===== config.mk =====
export PLATFORM = sky130hd
export DESIGN_NAME = hdmi_reconf_sequencer_flat
export DESIGN_NICKNAME = d
export VERILOG_FILES = /design/src/rtl/hdmi_reconf_sequencer_pkg.sv /design/src/rtl/hdmi_reconf_sequencer_if.sv /design/src/rtl/hdmi_reconf_sequencer_cycle_counter.sv /design/src/rtl/hdmi_reconf_sequencer.sv /design/src/flat_wrapper.sv
export SDC_FILE = /design/constraint.sdc
export NUM_CORES = 1
export LEC_CHECK = 0
export BUFFER_PORTS_ARGS = -buffer_cell sky130_fd_sc_hd__clkbuf_2
export CORE_ASPECT_RATIO = 1.25
export CORE_UTILIZATION = 35
export CTS_CLUSTER_SIZE = 20
export DETAILED_ROUTE_END_ITERATION = 6
export PLACE_DENSITY = 0.49
export SLEW_MARGIN = 30
export SYNTH_ARGS = -nofsm -noshare
export SYNTH_HDL_FRONTEND = slang
export SYNTH_SLANG_ARGS = --single-unit

===== constraint.sdc =====
create_clock -name clock -period 2.15 [get_ports clock]
set_input_delay 0.43 -clock clock [delete_from_list [all_inputs] [get_ports clock]]
set_output_delay 0.43 -clock clock [all_outputs]
set_load 0.01 [all_outputs]

===== src/rtl/hdmi_reconf_sequencer_pkg.sv =====
// hdmi_reconf_sequencer_pkg: shared state encoding and sequencing constants.
package hdmi_reconf_sequencer_pkg;
  typedef enum logic [2:0] {
    IDLE      = 3'd0,
    DRAIN     = 3'd1,
    LOAD      = 3'd2,
    APPLY     = 3'd3,
    LOCK_WAIT = 3'd4,
    RELEASE   = 3'd5
  } state_t;
  localparam int RECONF_MAX_RETRIES = 3;
  localparam int BUSY_WAIT = 2;
endpackage


===== src/rtl/hdmi_reconf_sequencer_if.sv =====
// hdmi_reconf_sequencer_if: mode request handshake between the i2c request path and the sequencer.
interface hdmi_reconf_sequencer_if;
  logic [7:0] mode_req;
  logic       mode_req_valid;
  logic       mode_req_ready;
  modport master (output mode_req, mode_req_valid, input mode_req_ready);
  modport slave (input mode_req, mode_req_valid, output mode_req_ready);
endinterface


===== src/rtl/hdmi_reconf_sequencer_cycle_counter.sv =====
// hdmi_reconf_sequencer_cycle_counter: saturating counter; tc flags that the count reaches LIMIT this cycle.
module hdmi_reconf_sequencer_cycle_counter #(
  parameter int LIMIT = 2
) (
  input  logic clock,
  input  logic nreset,
  input  logic clr,
  input  logic en,
  output logic tc
);
  localparam int W = $clog2(LIMIT + 1);
  logic [W-1:0] count;
  always_ff @(posedge clock or negedge nreset) begin
    if (!nreset) count <= '0;
    else if (clr) count <= '0;
    else if (en && count != W'(LIMIT)) count <= count + 1'b1;
  end
  // tc ignores clr so it can feed next-state logic that itself drives clr
  assign tc = count == W'(LIMIT) || (en && count == W'(LIMIT - 1));
endmodule


===== src/rtl/hdmi_reconf_sequencer.sv =====
// hdmi_reconf_sequencer: holds the HDMI pipeline, reloads the PLL from ROM and releases after stable lock.
// Define RECONF_SEQ_RETRY_EN to retry reconfiguration on lock timeout instead of failing at once.
module hdmi_reconf_sequencer
  import hdmi_reconf_sequencer_pkg::*;
#(
  parameter int DRAIN_CYCLES  = 64,
  parameter int SETTLE_CYCLES = 1024,
  parameter int LOCK_TIMEOUT  = 5400000
) (
  input  logic                   clock,
  input  logic                   nreset,
  hdmi_reconf_sequencer_if.slave req,
  input  logic                   reconf_busy,
  output logic                   write_from_rom,
  output logic                   reconfig,
  output logic [7:0]             rom_select,
  input  logic                   pll_locked,
  output logic                   video_hold,
  output logic                   done,
  output logic                   error,
  output logic [2:0]             state_dbg
);
  state_t state, next;
  logic cfg_valid, accept, same_mode, retry, fail, wfr_d, reconfig_d;
  logic drain_tc, elapsed_tc, settle_tc, timeout_tc;
  assign req.mode_req_ready = state == IDLE;
  assign accept = req.mode_req_valid && req.mode_req_ready;
  assign same_mode = req.mode_req == rom_select && cfg_valid && pll_locked;
  assign state_dbg = state;
  hdmi_reconf_sequencer_cycle_counter #(.LIMIT(DRAIN_CYCLES)) u_drain (
    .clock, .nreset, .clr(state != DRAIN), .en(1'b1), .tc(drain_tc));
  hdmi_reconf_sequencer_cycle_counter #(.LIMIT(BUSY_WAIT)) u_elapsed (
    .clock, .nreset, .clr(state != next || !(state inside {LOAD, APPLY})), .en(1'b1), .tc(elapsed_tc));
  hdmi_reconf_sequencer_cycle_counter #(.LIMIT(SETTLE_CYCLES)) u_settle (
    .clock, .nreset, .clr(state != LOCK_WAIT || !pll_locked), .en(pll_locked), .tc(settle_tc));
  hdmi_reconf_sequencer_cycle_counter #(.LIMIT(LOCK_TIMEOUT)) u_timeout (
    .clock, .nreset, .clr(state != LOCK_WAIT), .en(1'b1), .tc(timeout_tc));
`ifdef RECONF_SEQ_RETRY_EN
  logic [1:0] retries;
  always_ff @(posedge clock or negedge nreset) begin
    if (!nreset) retries <= '0;
    else if (accept) retries <= '0;
    else if (state == LOCK_WAIT && next == DRAIN) retries <= retries + 2'd1;
  end
  assign retry = retries != 2'(RECONF_MAX_RETRIES);
`else
  assign retry = 1'b0;
`endif
  always_comb begin
    next = state;
    wfr_d = 1'b0;
    reconfig_d = 1'b0;
    fail = 1'b0;
    case (state)
      IDLE: next = accept ? (same_mode ? RELEASE : DRAIN) : (cfg_valid && !pll_locked) ? LOCK_WAIT : IDLE;
      DRAIN: begin
        next = drain_tc ? LOAD : DRAIN;
        wfr_d = drain_tc;
      end
      LOAD: begin
        reconfig_d = elapsed_tc && !reconf_busy;
        next = reconfig_d ? APPLY : LOAD;
      end
      APPLY: next = (elapsed_tc && !reconf_busy) ? LOCK_WAIT : APPLY;
      LOCK_WAIT: begin
        fail = !settle_tc && timeout_tc && !retry;
        next = settle_tc ? RELEASE : !timeout_tc ? LOCK_WAIT : retry ? DRAIN : RELEASE;
      end
      RELEASE: next = IDLE;
      default: next = IDLE;
    endcase
  end
  always_ff @(posedge clock or negedge nreset) begin
    if (!nreset) state <= IDLE;
    else state <= next;
  end
  always_ff @(posedge clock or negedge nreset) begin
    if (!nreset) begin
      rom_select <= 8'h00;
      cfg_valid <= 1'b0;
      video_hold <= 1'b1;
      write_from_rom <= 1'b0;
      reconfig <= 1'b0;
      done <= 1'b0;
      error <= 1'b0;
    end else begin
      write_from_rom <= wfr_d;
      reconfig <= reconfig_d;
      done <= state == RELEASE;
      if (accept) rom_select <= req.mode_req;
      error <= accept ? 1'b0 : error | fail;
      cfg_valid <= (state == LOCK_WAIT && settle_tc) ? 1'b1 : (next == DRAIN || next == LOCK_WAIT) ? 1'b0 : cfg_valid;
      video_hold <= state == RELEASE ? 1'b0 : (next == DRAIN || next == LOCK_WAIT) ? 1'b1 : video_hold;
    end
  end
endmodule


===== src/flat_wrapper.sv =====
// flat-port wrapper written by rule: the top's interface ports become plain ports
module hdmi_reconf_sequencer_flat import hdmi_reconf_sequencer_pkg::*;
#(
  parameter int DRAIN_CYCLES  = 64,
  parameter int SETTLE_CYCLES = 1024,
  parameter int LOCK_TIMEOUT  = 5400000
)
  (clock, nreset, reconf_busy, write_from_rom, reconfig, rom_select, pll_locked, video_hold, done, error, state_dbg, req_mode_req, req_mode_req_valid, req_mode_req_ready);
  hdmi_reconf_sequencer_if req_i ();
  input  logic clock;
  input  logic nreset;
  input  logic reconf_busy;
  output logic write_from_rom;
  output logic reconfig;
  output logic [7:0] rom_select;
  input  logic pll_locked;
  output logic video_hold;
  output logic done;
  output logic error;
  output logic [2:0] state_dbg;
  input wire logic [$bits(req_i.mode_req)-1:0] req_mode_req;
  input wire logic [$bits(req_i.mode_req_valid)-1:0] req_mode_req_valid;
  output wire logic [$bits(req_i.mode_req_ready)-1:0] req_mode_req_ready;
  assign req_i.mode_req = req_mode_req;
  assign req_i.mode_req_valid = req_mode_req_valid;
  assign req_mode_req_ready = req_i.mode_req_ready;
  hdmi_reconf_sequencer #(.DRAIN_CYCLES(DRAIN_CYCLES), .SETTLE_CYCLES(SETTLE_CYCLES), .LOCK_TIMEOUT(LOCK_TIMEOUT)) u_core (.clock(clock), .nreset(nreset), .req(req_i), .reconf_busy(reconf_busy), .write_from_rom(write_from_rom), .reconfig(reconfig), .rom_select(rom_select), .pll_locked(pll_locked), .video_hold(video_hold), .done(done), .error(error), .state_dbg(state_dbg));
endmodule

==> out/metrics.yaml <==
outcome: "finished clean"
yosys.area_share.simple: 0.249
tightestPinTransition_ns: 0.570
finalWirelength_um: 6160
vias_per_cell: 5.02
synth-compound-area-share: 0.0459
antenna_found_initial: 0
grt_usage: 0.150
cts_max_path_buffers: 2
use_met2: 0.264
start_util: 0.365
io_pins: 30
ys_warn_count: 0
reg2reg_depth: 6
drtPass1Iterations: 4
r2r_end: "u_core.cfg_valid"
clock-sinks: 60
power.leakage_nw: 1.57
power_frac_clock: 0.325
dp_cells: 435
p_int_mw: 2.24
multiInputGateArea_um2: 1490
use_met1: 0.170
fmax_mhz: 472
die_x_um: 85.1
setup_violations: 0
synthesis.area_um2: 3020
design_area_um2: 3620
synthMuxAreaShare: 0.0364
grt_overflow_total: 0
hpwl_um: 4340
ys_ff_latch: 60
setup_tns_ns: 0
cellPowerDensity_nw_per_um2: 886
timing.final.crit_share: 0.986
worstPathMaxFanout: 6
p_switching_mw: 0.963
cp.required_ns: 2.43
diodes: 0
netlist-cell-type-count: 41
async_reset_ff_frac: 1.00
via_count: 2270
cts-buffers-inserted: 9
combPwrFrac: 0.241
path_clk_slew_ns: 0.07
crit_arrival_ns: 2.40
postSynthCellCount: 302
path_cells: "nor4_1 > nand3_1 > a2111oi_4 > or4_4 > xor2_1 > o22a_1"
path_delay_family: "simple AND/OR/NAND/NOR gates"
slew_viol_final: 0
worstSetupPathType: "register to register"
grt_max_degree: 41
synthAdderAreaFrac: 0.0290
endpoint_kind: "register"
drive_above_1_share: 0.211
cts_root_buf: "clkbuf_8"
wl_per_cell_um: 13.6
antenna_left: 0
utilization: 0.437
gp_congestion: 0.782
crit_slowest_cell: "nor4_1"
final-instance-count-excl-fill: 452
use_met3: 0.0443
tritoncts: "done"
reg2reg_setup_slack_ns: 0.03
dieHeight_um: 106
cp-start-kind: "register"
power_mw: 3.21
ys_seq_area_frac: 0.497
maxSlewHeadroom: 0.620
vdd_drop_max_mv: 0.312
drc: 0
die-area_um2: 9020
dpl-instance-area_um2: 3370
max_stage_delay_ns: 0.45
hold_class: "input port to async pin"
nets: 370
syn_area_per_cell_um2: 10.0
n_fill_cell: 795
pwr-share-seq: 0.434
synth_ff_type: "dfrtp_1"
cts_htree_levels: 3
grt_first_pass_wirelength_um: 10500
grt.busiest_layer: "met2"
synth-xor-area-share: 0.119
clkLatencyLatePin_ns: 0.35
synth_edf_count: 0
finClkSkew_ns: 0.00897
layout_min_cycle_time_ns: 2.12
hold_viol: 0
row_count: 37
areaGrowthSynthToFinish_pct: 19.7
regToRegStartpoint: "u_core.u_timeout.count[2]"
io_buffers: 29
ff_latch_area_um2: 1500
core_um2: 8290
synth_nets: 322
grt_pass1_vias: 2348
drt-initial-drc-count: 97
cap_viol_max_count: 0
synth_top_family_by_area: "simple AND/OR/NAND/NOR gates"
crit_buf_inv: 0
netSwitchingFraction: 0.301
[power by group through the flow]
stage | registers (mW) | clock network, mW | logic (mW)
2_1_floorplan | 1.45 | 0 | 0.448
3_3_place_gp | 1.41 | 0 | 0.759
3_5_place_dp | 1.42 | 0 | 0.770
4_1_cts | 1.39 | 1.08 | 0.771
5_1_grt | 1.41 | 1.13 | 0.870
6_report | 1.39 | 1.04 | 0.771
[layer usage]
layer,vias to the layer above,wire (um)
li1,1128,-
met1,1112,2720
met2,23,3170
met3,7,182
met4,0,93
met5,-,0
[cells by family (layout without fill, tap and decap cells)]
logic type,Yosys count,count (layout)
simple gates,143,143
flops,60,60
xor+xnor,41,41
compound gates,23,23
buf+inv,18,71
mux,10,10
fa+ha+maj,7,7
[final cells by class]
class	instances	share of cell area
multi-input combinational	224	0.410
timing repair buffer	43	0.0726
tap	97	0.0335
sequential	60	0.415
clock inverter	4	0.0131
clock buffer	12	0.0429
inverter	12	0.0124
[placed cells by master, fill, tap and decap left out, types with 4 or more instances in the layout]
cell / instances
mux2_2: 8
ha_1: 6
nor2_1: 52
o21ai_0: 5
nor4_1: 4
nor3b_1: 4
nor3_1: 6
nand2b_1: 4
clkbuf_2: 29
clkbuf_8: 11
a21oi_1: 11
dfrtp_1: 59
nand3_1: 17
and3_1: 10
xnor2_1: 23
buf_4: 13
inv_1: 12
and2_1: 6
nand2_1: 14
xor2_1: 18
nand4_1: 5
[sequential cells by signal (all words and copies together) (netlist names)]
register,cells
u_core.cfg_valid,1
u_core.done,1
u_core.error,1
u_core.reconfig,1
u_core.rom_select,8
u_core.state_dbg,3
u_core.u_drain.count,7
u_core.u_elapsed.count,2
u_core.u_settle.count,11
u_core.u_timeout.count,23
u_core.video_hold,1
u_core.write_from_rom,1
[synth_stat cells, types with 6 or more instances]
cell,n,area share
xnor2_1,23,0.067
inv_1,12,0.015
nor2_1,52,0.065
a21oi_1,11,0.018
ha_1,7,0.029
nor3_1,7,0.012
nand3_1,17,0.028
dfrtp_1,59,0.49
and2_1,6,0.012
and3_1,11,0.023
xor2_1,18,0.052
nand2_1,14,0.017
mux2_2,8,0.030
[how the worst max path moves through the flow]
stage                                          from               end  slack, ns  cells past startpoint
final                     u_core.u_timeout.count[2]  u_core.cfg_valid       0.03                      6
after detailed placement  u_core.u_timeout.count[9]  u_core.cfg_valid       0.06                      6
after CTS                 u_core.u_timeout.count[9]  u_core.cfg_valid       0.02                      6
after global placement    u_core.u_elapsed.count[0]  u_core.cfg_valid       0.14                      7
after floorplan             u_core.u_drain.count[0]  u_core.cfg_valid       0.15                      8
after global routing      u_core.u_timeout.count[2]  u_core.cfg_valid     -0.009                      6
[per-stage QoR]
| step | setup slack, ns | hold WS [ns] |
|---|---|---|
| finish | 0.0304 | 0.0670 |
| global route | -0.00943 | 0.100 |
| global placement | 0.137 | 0.451 |
| detailed placement | 0.0636 | 0.451 |
| floorplan | 0.152 | 0.134 |
| CTS | 0.0246 | 0.0854 |
[repair_timing]
item                       CTS  global route
setup endpoints to repair    0             2
resized for setup            0             4
buffers inserted             0             1
hold buffers                 0             0
Note: power is estimated with default switching activity, not from simulation.
